--- config.mk ---
export PLATFORM = sky130hd
export DESIGN_NAME = mole_round_ctrl
export DESIGN_NICKNAME = d
export VERILOG_FILES = /design/src/rtl/mole_round_ctrl_pkg.sv /design/src/rtl/mole_lfsr.sv /design/src/rtl/mole_round_ctrl.sv
export SDC_FILE = /design/constraint.sdc
export NUM_CORES = 1
export LEC_CHECK = 0
export BUFFER_PORTS_ARGS = -buffer_cell sky130_fd_sc_hd__buf_4
export CAP_MARGIN = 20
export CORE_UTILIZATION = 60
export CTS_BUF_LIST = sky130_fd_sc_hd__clkbuf_16
export DETAILED_ROUTE_END_ITERATION = 6
export PLACE_DENSITY = 0.89
export RECOVER_POWER = 100
export SYNTH_ARGS = -nofsm -noshare
export SYNTH_HDL_FRONTEND = slang
export SYNTH_SLANG_ARGS = --single-unit
--- constraint.sdc ---
create_clock -name CLK100MHZ -period 5.9 [get_ports CLK100MHZ]
set_input_delay 1.475 -clock CLK100MHZ [delete_from_list [all_inputs] [get_ports CLK100MHZ]]
set_output_delay 1.475 -clock CLK100MHZ [all_outputs]
set_load 0.1 [all_outputs]
--- src/rtl/mole_round_ctrl_pkg.sv ---
// Shared definitions for the whack-a-mole round controller: FSM encoding,
// difficulty level codes, default timing constants and LFSR taps.
package mole_round_ctrl_pkg;

    typedef enum logic [2:0] {
        ST_IDLE  = 3'd0,
        ST_SPAWN = 3'd1,
        ST_SHOW  = 3'd2,
        ST_GAP   = 3'd3,
        ST_DONE  = 3'd4
    } state_e;

    // Level 2'b11 is decoded as hard (bit 1 set means hard).
    localparam logic [1:0] LVL_EZ   = 2'b00;
    localparam logic [1:0] LVL_MED  = 2'b01;
    localparam logic [1:0] LVL_HARD = 2'b10;

    // Show windows and gap length at a 100 MHz clock.
    localparam int DEF_WIN_EZ   = 50_000_000;
    localparam int DEF_WIN_MED  = 25_000_000;
    localparam int DEF_WIN_HARD = 12_500_000;
    localparam int DEF_GAP_CYC  = 10_000_000;

    // Galois right-shift mask for x^16 + x^14 + x^13 + x^11 + 1.
    localparam logic [15:0] LFSR_TAPS = 16'hB400;

endpackage

--- src/rtl/mole_lfsr.sv ---
// Free-running 16-bit Galois LFSR used to pick mole positions.
module mole_lfsr
    import mole_round_ctrl_pkg::*;
#(
    parameter logic [15:0] SEED = 16'hACE1
) (
    input  logic        clk_i,
    input  logic        rst_i,
    output logic [15:0] lfsr_o
);

    logic [15:0] lfsr_q, lfsr_d;

    // Shift right; fold the taps back in when a one falls out of bit 0.
    always_comb begin
        lfsr_d = {1'b0, lfsr_q[15:1]};
        if (lfsr_q[0]) lfsr_d = lfsr_d ^ LFSR_TAPS;
    end

    // Advances every cycle; reset reloads the seed.
    always_ff @(posedge clk_i) begin
        if (rst_i) lfsr_q <= SEED;
        else       lfsr_q <= lfsr_d;
    end

    assign lfsr_o = lfsr_q;

endmodule

--- src/rtl/mole_round_ctrl.sv ---
// Whack-a-mole round controller: spawns moles at pseudo-random holes, times
// the show window and the gap between spawns, and keeps score and misses.
module mole_round_ctrl
    import mole_round_ctrl_pkg::*;
#(
    parameter int          NUM_HOLES  = 8,
    parameter int          SCORE_W    = 6,
    parameter int          WIN_EZ     = DEF_WIN_EZ,
    parameter int          WIN_MED    = DEF_WIN_MED,
    parameter int          WIN_HARD   = DEF_WIN_HARD,
    parameter int          GAP_CYC    = DEF_GAP_CYC,
    parameter int          ROUNDS     = 20,
    parameter int          MISS_LIMIT = 10,
    parameter logic [15:0] LFSR_SEED  = 16'hACE1,
    localparam int         POS_W      = $clog2(NUM_HOLES)
) (
    input  logic                 CLK100MHZ,
    input  logic                 reset,
    input  logic                 start,
    input  logic [1:0]           levl,
    input  logic                 hit_valid,
    input  logic [POS_W-1:0]     hit_pos,
    output logic [NUM_HOLES-1:0] mole_active,
    output logic [SCORE_W-1:0]   score,
    output logic [SCORE_W-1:0]   misses,
    output logic                 busy,
    output logic                 game_done
);

    localparam int MAX_WIN_A = (WIN_EZ > WIN_MED) ? WIN_EZ : WIN_MED;
    localparam int MAX_WIN   = (MAX_WIN_A > WIN_HARD) ? MAX_WIN_A : WIN_HARD;
    localparam int MAX_CNT   = (MAX_WIN > GAP_CYC) ? MAX_WIN : GAP_CYC;
    localparam int CNT_W     = $clog2(MAX_CNT + 1);
    localparam int RND_W     = $clog2(ROUNDS + 1);
    localparam logic [SCORE_W-1:0] SCORE_MAX = '1;

    state_e                 state_q, state_d;
    logic [NUM_HOLES-1:0]   mole_q, mole_d;
    logic [NUM_HOLES-1:0]   spawn_mask, hit_mask, live;
    logic [SCORE_W-1:0]     score_q, score_d, miss_q, miss_d;
    logic [RND_W-1:0]       round_q, round_d;
    logic [CNT_W-1:0]       cnt_q, cnt_d, win_load;
    logic [1:0]             lvl_q, lvl_d;
    logic                   busy_q, done_q;
    logic [15:0]            lfsr_w;
    logic [31:0]            pos_a, pos_b, live_cnt, miss_sum;

    mole_lfsr #(.SEED(LFSR_SEED)) u_lfsr (
        .clk_i  (CLK100MHZ),
        .rst_i  (reset),
        .lfsr_o (lfsr_w)
    );

    // Primary hole from the LFSR; hard levels add the diametrically opposite hole.
    assign pos_a = {16'd0, lfsr_w} % 32'(NUM_HOLES);
    assign pos_b = (pos_a + 32'(NUM_HOLES / 2)) % 32'(NUM_HOLES);

    // Decode spawn pattern and the one-hot strike; out-of-range hit_pos decodes to nothing.
    always_comb begin
        spawn_mask = '0;
        hit_mask   = '0;
        for (int i = 0; i < NUM_HOLES; i++) begin
            if (pos_a == 32'(i) || (lvl_q[1] && pos_b == 32'(i))) spawn_mask[i] = 1'b1;
            if (hit_valid && hit_pos == POS_W'(i))                 hit_mask[i]   = 1'b1;
        end
    end

    assign live = mole_q & ~hit_mask;

    // Moles still up after this cycle's strike, and the saturating-add operand for misses.
    always_comb begin
        live_cnt = '0;
        for (int i = 0; i < NUM_HOLES; i++) live_cnt = live_cnt + 32'(live[i]);
        miss_sum = 32'(miss_q) + live_cnt;
    end

    // Show window for the level latched at start.
    always_comb begin
        case (lvl_q)
            LVL_EZ:  win_load = CNT_W'(WIN_EZ - 1);
            LVL_MED: win_load = CNT_W'(WIN_MED - 1);
            default: win_load = CNT_W'(WIN_HARD - 1);
        endcase
    end

    // Next-state, counters and scoring.
    always_comb begin
        state_d = state_q;
        mole_d  = mole_q;
        score_d = score_q;
        miss_d  = miss_q;
        round_d = round_q;
        cnt_d   = cnt_q;
        lvl_d   = lvl_q;
        case (state_q)
            ST_IDLE, ST_DONE: begin
                if (start) begin
                    state_d = ST_SPAWN;
                    score_d = '0;
                    miss_d  = '0;
                    round_d = '0;
                    lvl_d   = levl;
                end
            end
            ST_SPAWN: begin
                mole_d  = spawn_mask;
                cnt_d   = win_load;
                round_d = round_q + RND_W'(1);
                state_d = ST_SHOW;
            end
            ST_SHOW: begin
                cnt_d  = cnt_q - CNT_W'(1);
                mole_d = live;
                if (|(mole_q & hit_mask))
                    score_d = (score_q == SCORE_MAX) ? score_q : score_q + SCORE_W'(1);
                if (live == '0 || cnt_q == '0) begin
                    // Only an expiring window charges misses; a cleared board charges none.
                    if (cnt_q == '0)
                        miss_d = (miss_sum > 32'(SCORE_MAX)) ? SCORE_MAX : miss_sum[SCORE_W-1:0];
                    mole_d  = '0;
                    cnt_d   = CNT_W'(GAP_CYC - 1);
                    state_d = ST_GAP;
                end
            end
            ST_GAP: begin
                if (cnt_q == '0) begin
                    if (round_q == RND_W'(ROUNDS) || 32'(miss_q) >= 32'(MISS_LIMIT))
                        state_d = ST_DONE;
                    else
                        state_d = ST_SPAWN;
                end else begin
                    cnt_d = cnt_q - CNT_W'(1);
                end
            end
            default: state_d = ST_IDLE;
        endcase
    end

    // State and output registers; busy/done are registered from the next state.
    always_ff @(posedge CLK100MHZ) begin
        if (reset) begin
            state_q <= ST_IDLE;
            mole_q  <= '0;
            score_q <= '0;
            miss_q  <= '0;
            round_q <= '0;
            cnt_q   <= '0;
            lvl_q   <= LVL_EZ;
            busy_q  <= 1'b0;
            done_q  <= 1'b0;
        end else begin
            state_q <= state_d;
            mole_q  <= mole_d;
            score_q <= score_d;
            miss_q  <= miss_d;
            round_q <= round_d;
            cnt_q   <= cnt_d;
            lvl_q   <= lvl_d;
            busy_q  <= (state_d == ST_SPAWN) || (state_d == ST_SHOW) || (state_d == ST_GAP);
            done_q  <= (state_d == ST_DONE);
        end
    end

    assign mole_active = mole_q;
    assign score       = score_q;
    assign misses      = miss_q;
    assign busy        = busy_q;
    assign game_done   = done_q;

endmodule
==> impl_results.rst <==
.. list-table::
   :header-rows: 1

   * - Metric
     - Value
   * - Endpoints failing hold
     - 0
   * - Unrepaired setup endpoints after global routing
     - no
   * - Most Crowded Layer GR
     - met2
   * - Kind of cell with the highest combined delay on the critical path
     - adder cells
   * - Status
     - complete, but fails checks
   * - Remaining design rule violation count
     - 0
   * - Kind of end point of the critical path
     - flip-flop
   * - Antenna Diode Count
     - 0
   * - TritonCTS clock tree
     - yes
   * - Net count of the mapped netlist
     - 544
   * - Crit path kind
     - in2reg
   * - Layout fillers
     - 591
   * - Final ANT Viol Nets
     - 0
   * - Largest stage delay, worst path
     - 0.51 ns
   * - Hold WC Path Type
     - reg2reg
   * - Grt met3 use
     - 5.77%
   * - Total Routed Length
     - 10700 microns
   * - Final setup skew
     - 0.00351 ns
   * - Area occupied by multi-input gates
     - 0.00253 sq mm
   * - Nets
     - 559
   * - Area taken by flip-flops and latches
     - 0.00148 sq mm
   * - Number of placed instances, taps included
     - 620
   * - Mean post-synth cell area
     - 8.17 sq um
   * - Setup violation total in the final timing report
     - 0
   * - Count of buffers inserted at the top-level ports
     - 30
   * - Met2 Resource Use GR
     - 48.4%
   * - Row Count
     - 30
   * - Net switching fraction of the power
     - 38.0%
   * - Pin count of the biggest net entering global routing
     - 51
   * - Layout Area Growth over Synthesis
     - 9.16%
   * - Clock transition at path regs
     - 0.06 ns
   * - Total buffers and inverters traversed by the critical path
     - 1
   * - Internal power
     - 0.981 mW
   * - Dominant cells by area after synthesis
     - sky130_fd_sc_hd__dfxtp_1, sky130_fd_sc_hd__a21oi_1, sky130_fd_sc_hd__nor2_1
   * - Final non-filler cell area
     - 0.00464 sq mm
   * - Util after Layout
     - 67.9%
   * - Most repeated cell in the gate-level netlist after synthesis
     - sky130_fd_sc_hd__dfxtp_1
   * - Detailed Route Iter0 Violations
     - 437
   * - Post-CTS Resized
     - 0
   * - Initial standard-cell utilization of the core
     - 62.2%
   * - Mapped Cells
     - 520
   * - Final HPWL from detailed placement
     - 7460 microns
   * - Top_reg_cell synth
     - sky130_fd_sc_hd__dfxtp_1
   * - Final min period
     - 5.05 ns
   * - Most used cell, CP
     - sky130_fd_sc_hd__fa_1
   * - Post-CTS Setup Bufs
     - 0
   * - Number of buffers added to fix hold violations after cts
     - 0
   * - Violations in the final reports
     - capacitance limit, slew limit
   * - Global routing met1 resource utilization
     - 38.4%
   * - Largest driver fanout on the critical path
     - 12
   * - Deepest level of the CTS H-tree
     - 3
   * - Largest area contributor in the synthesized netlist
     - sky130_fd_sc_hd__dfxtp_1
   * - Cell-by-cell listing of the critical path
     - clkbuf_1 -> o31ai_1 -> fa_1 -> fa_1 -> fa_1 -> fa_1 -> fa_1 -> nor2b_1 -> o21ai_0 -> nand2b_1 -> and3_1 -> nor2_1 -> a211oi_1
   * - Count of synthesis-stage warnings from yosys
     - 0
   * - Average detailed-routed wire length per instance
     - 16.9 microns
   * - X dimension of the die
     - 86.1 microns
   * - Top-level I/O count
     - 31
   * - Total net switching power
     - 0.602 mW
   * - Antenna violations before repair
     - 0
   * - Placeable core region
     - 0.00683 sq mm
   * - Part of the total power dissipated in sequential elements
     - 39.1%
   * - Buffers from clock root to sink, at most
     - 2
   * - Peak clock frequency supported by timing
     - 0.198 GHz
   * - Top cell type's share of synthesized area
     - 34.9%
   * - Later-pin clock latency in the skew report
     - 0.33 ns
   * - Actual slew at the worst max-slew pin
     - 2.25 ns
   * - Global-route wire length before repair
     - 17500 microns
   * - Largest voltage drop on the vdd net
     - 0.212 mV
   * - Number of distinct library cell variants in the gate-level netlist after synthesis
     - 65
   * - Portion of the post-synthesis area used by sequential elements
     - 34.9%
   * - Clock Power Share
     - 31.2%
   * - Power density of the placed cells
     - 341 mW/mm^2
   * - Gr usage total
     - 30.2%
   * - Top cells by count, synth
     - sky130_fd_sc_hd__dfxtp_1, sky130_fd_sc_hd__nor2_1, sky130_fd_sc_hd__a21oi_1
   * - Pins Over Slew Limit
     - 84
   * - Fraction of layout instances using a drive strength above 1
     - 7.78%
   * - Mean number of vias per cell
     - 6.50
   * - Relative contribution of combinational cells to total power
     - 29.7%
   * - Placed cell areas
     - 0.00449 sq mm
   * - Leakage power figure
     - 1.67 nW
   * - Length of the first detailed-routing pass in iterations
     - 5
   * - Post-synth EDFFs
     - 0
   * - Layout Cells excl Fill
     - 636
   * - Endpoint required time on the critical path
     - 6.12 ns
   * - Area of the mapped netlist
     - 0.00425 sq mm
   * - TritonCTS buffer count
     - 9
   * - Total vias in the final route
     - 4132
   * - Crit path arrival time
     - 5.27 ns
   * - Setup total negative slack
     - 0 ns
   * - Worst rel slew slack
     - -50.3%
   * - Maxcap violations
     - 3
   * - Number of global-route vias before repair
     - 3789
   * - Last weighted congestion value of the routability-driven placer
     - 0.929
   * - DIE AREA
     - 0.00742 sq mm
   * - Clock Sink Count
     - 74
   * - Critical path launch point type
     - input port
   * - Pwr Total
     - 1.58 mW
   * - Total gr overflow
     - 0
   * - Overall die height
     - 86.1 microns
   * - Portion of the clock cycle consumed by the worst path in the final layout
     - 85.5%
   * - Synthesized flop and latch total
     - 74
   * - Root buffer cell
     - sky130_fd_sc_hd__clkbuf_16
   * - Max stage delay cell, worst path
     - sky130_fd_sc_hd__fa_1
   * - Ys async rst share
     - 0%
## path summary, 6_finish.rpt
kind / startpoint / to / slack [ns] / cells past startpoint
max: hit_pos[0] / misses[0] / 0.85 / 13
min: u_lfsr.lfsr_o[7] / u_lfsr.lfsr_o[6] / 0.41 / 1
max reg2reg: mole_active[0] / misses[0] / 2.10 / 12
min reg2reg: u_lfsr.lfsr_o[7] / u_lfsr.lfsr_o[6] / 0.41 / 1
## per-stage QoR
step           setup slack [ns]  hold slack, ns
2_1_floorplan             0.785           0.389
3_3_place_gp              0.716           0.402
3_5_place_dp              0.581           0.394
4_1_cts                   0.905           0.421
5_1_grt                   0.560           0.438
6_report                  0.853           0.413
## worst register-to-register path: cells and delay by family, from the launching register on
family	cells	cell delay (ns)
AO/OA/AOI/OAI	3	0.46
adder cells (fa/ha/maj)	5	2.27
flip-flops	1	0.42
AND/OR/NAND/NOR	4	0.53
## placed cells by master, fill, tap and decap left out, drive strengths merged, types with 5 or more instances in the layout
cell / instances
ha: 10
nor3: 14
nand2b: 5
a31oi: 5
clkbuf: 33
and2: 7
a21oi: 52
fa: 5
nor4: 18
or4: 9
or2: 9
nand2: 43
dfxtp: 74
xnor2: 6
nand4: 10
o31ai: 10
a211oi: 6
nor2: 55
nor2b: 11
or3: 7
o21ai: 35
nand4b: 5
xor2: 6
nand3: 10
inv: 24
buf: 7
## layout make-up
type / instances / area share [%]
multi-input cells: 396 / 54.7
flip-flops and latches: 74 / 32.0
clock buffers: 9 / 4.86
repair buffers: 31 / 3.08
well taps: 96 / 2.59
inverters: 23 / 1.86
clock inverters: 7 / 0.972
## routing by layer
metal | vias up | share of wire [%]
met4 | 0 | 3.0
li1 | 1939 | -
met3 | 45 | 7.7
met2 | 213 | 47
met5 | - | 0
met1 | 1935 | 42
## flip-flops by register name, summed over array words and instances, names as in the netlist
signal and count:
score 6, busy 1, u_lfsr.lfsr_o 16, misses 6, state_q 3, cnt_q 26, lvl_q 2, game_done 1
mole_active 8, round_q 5
## power groups by stage
stage | Combinational [mW] | Clock (mW) | Sequential [mW]
4_1_cts | 0.472 | 0.497 | 0.618
5_1_grt | 0.511 | 0.521 | 0.626
2_1_floorplan | 0.333 | 0 | 0.654
3_3_place_gp | 0.455 | 0 | 0.625
3_5_place_dp | 0.468 | 0 | 0.627
6_report | 0.470 | 0.493 | 0.619
## cells by family after synthesis
family	Yosys count	share of synthesized area [%]
buf+inv	50	4.68
compound gates	151	23.3
fa+ha+maj	15	5.30
xor+xnor	12	2.47
simple gates	216	28.3
flops	74	34.9
mux	2	1.06
Note: power is estimated with default switching activity, not from simulation.
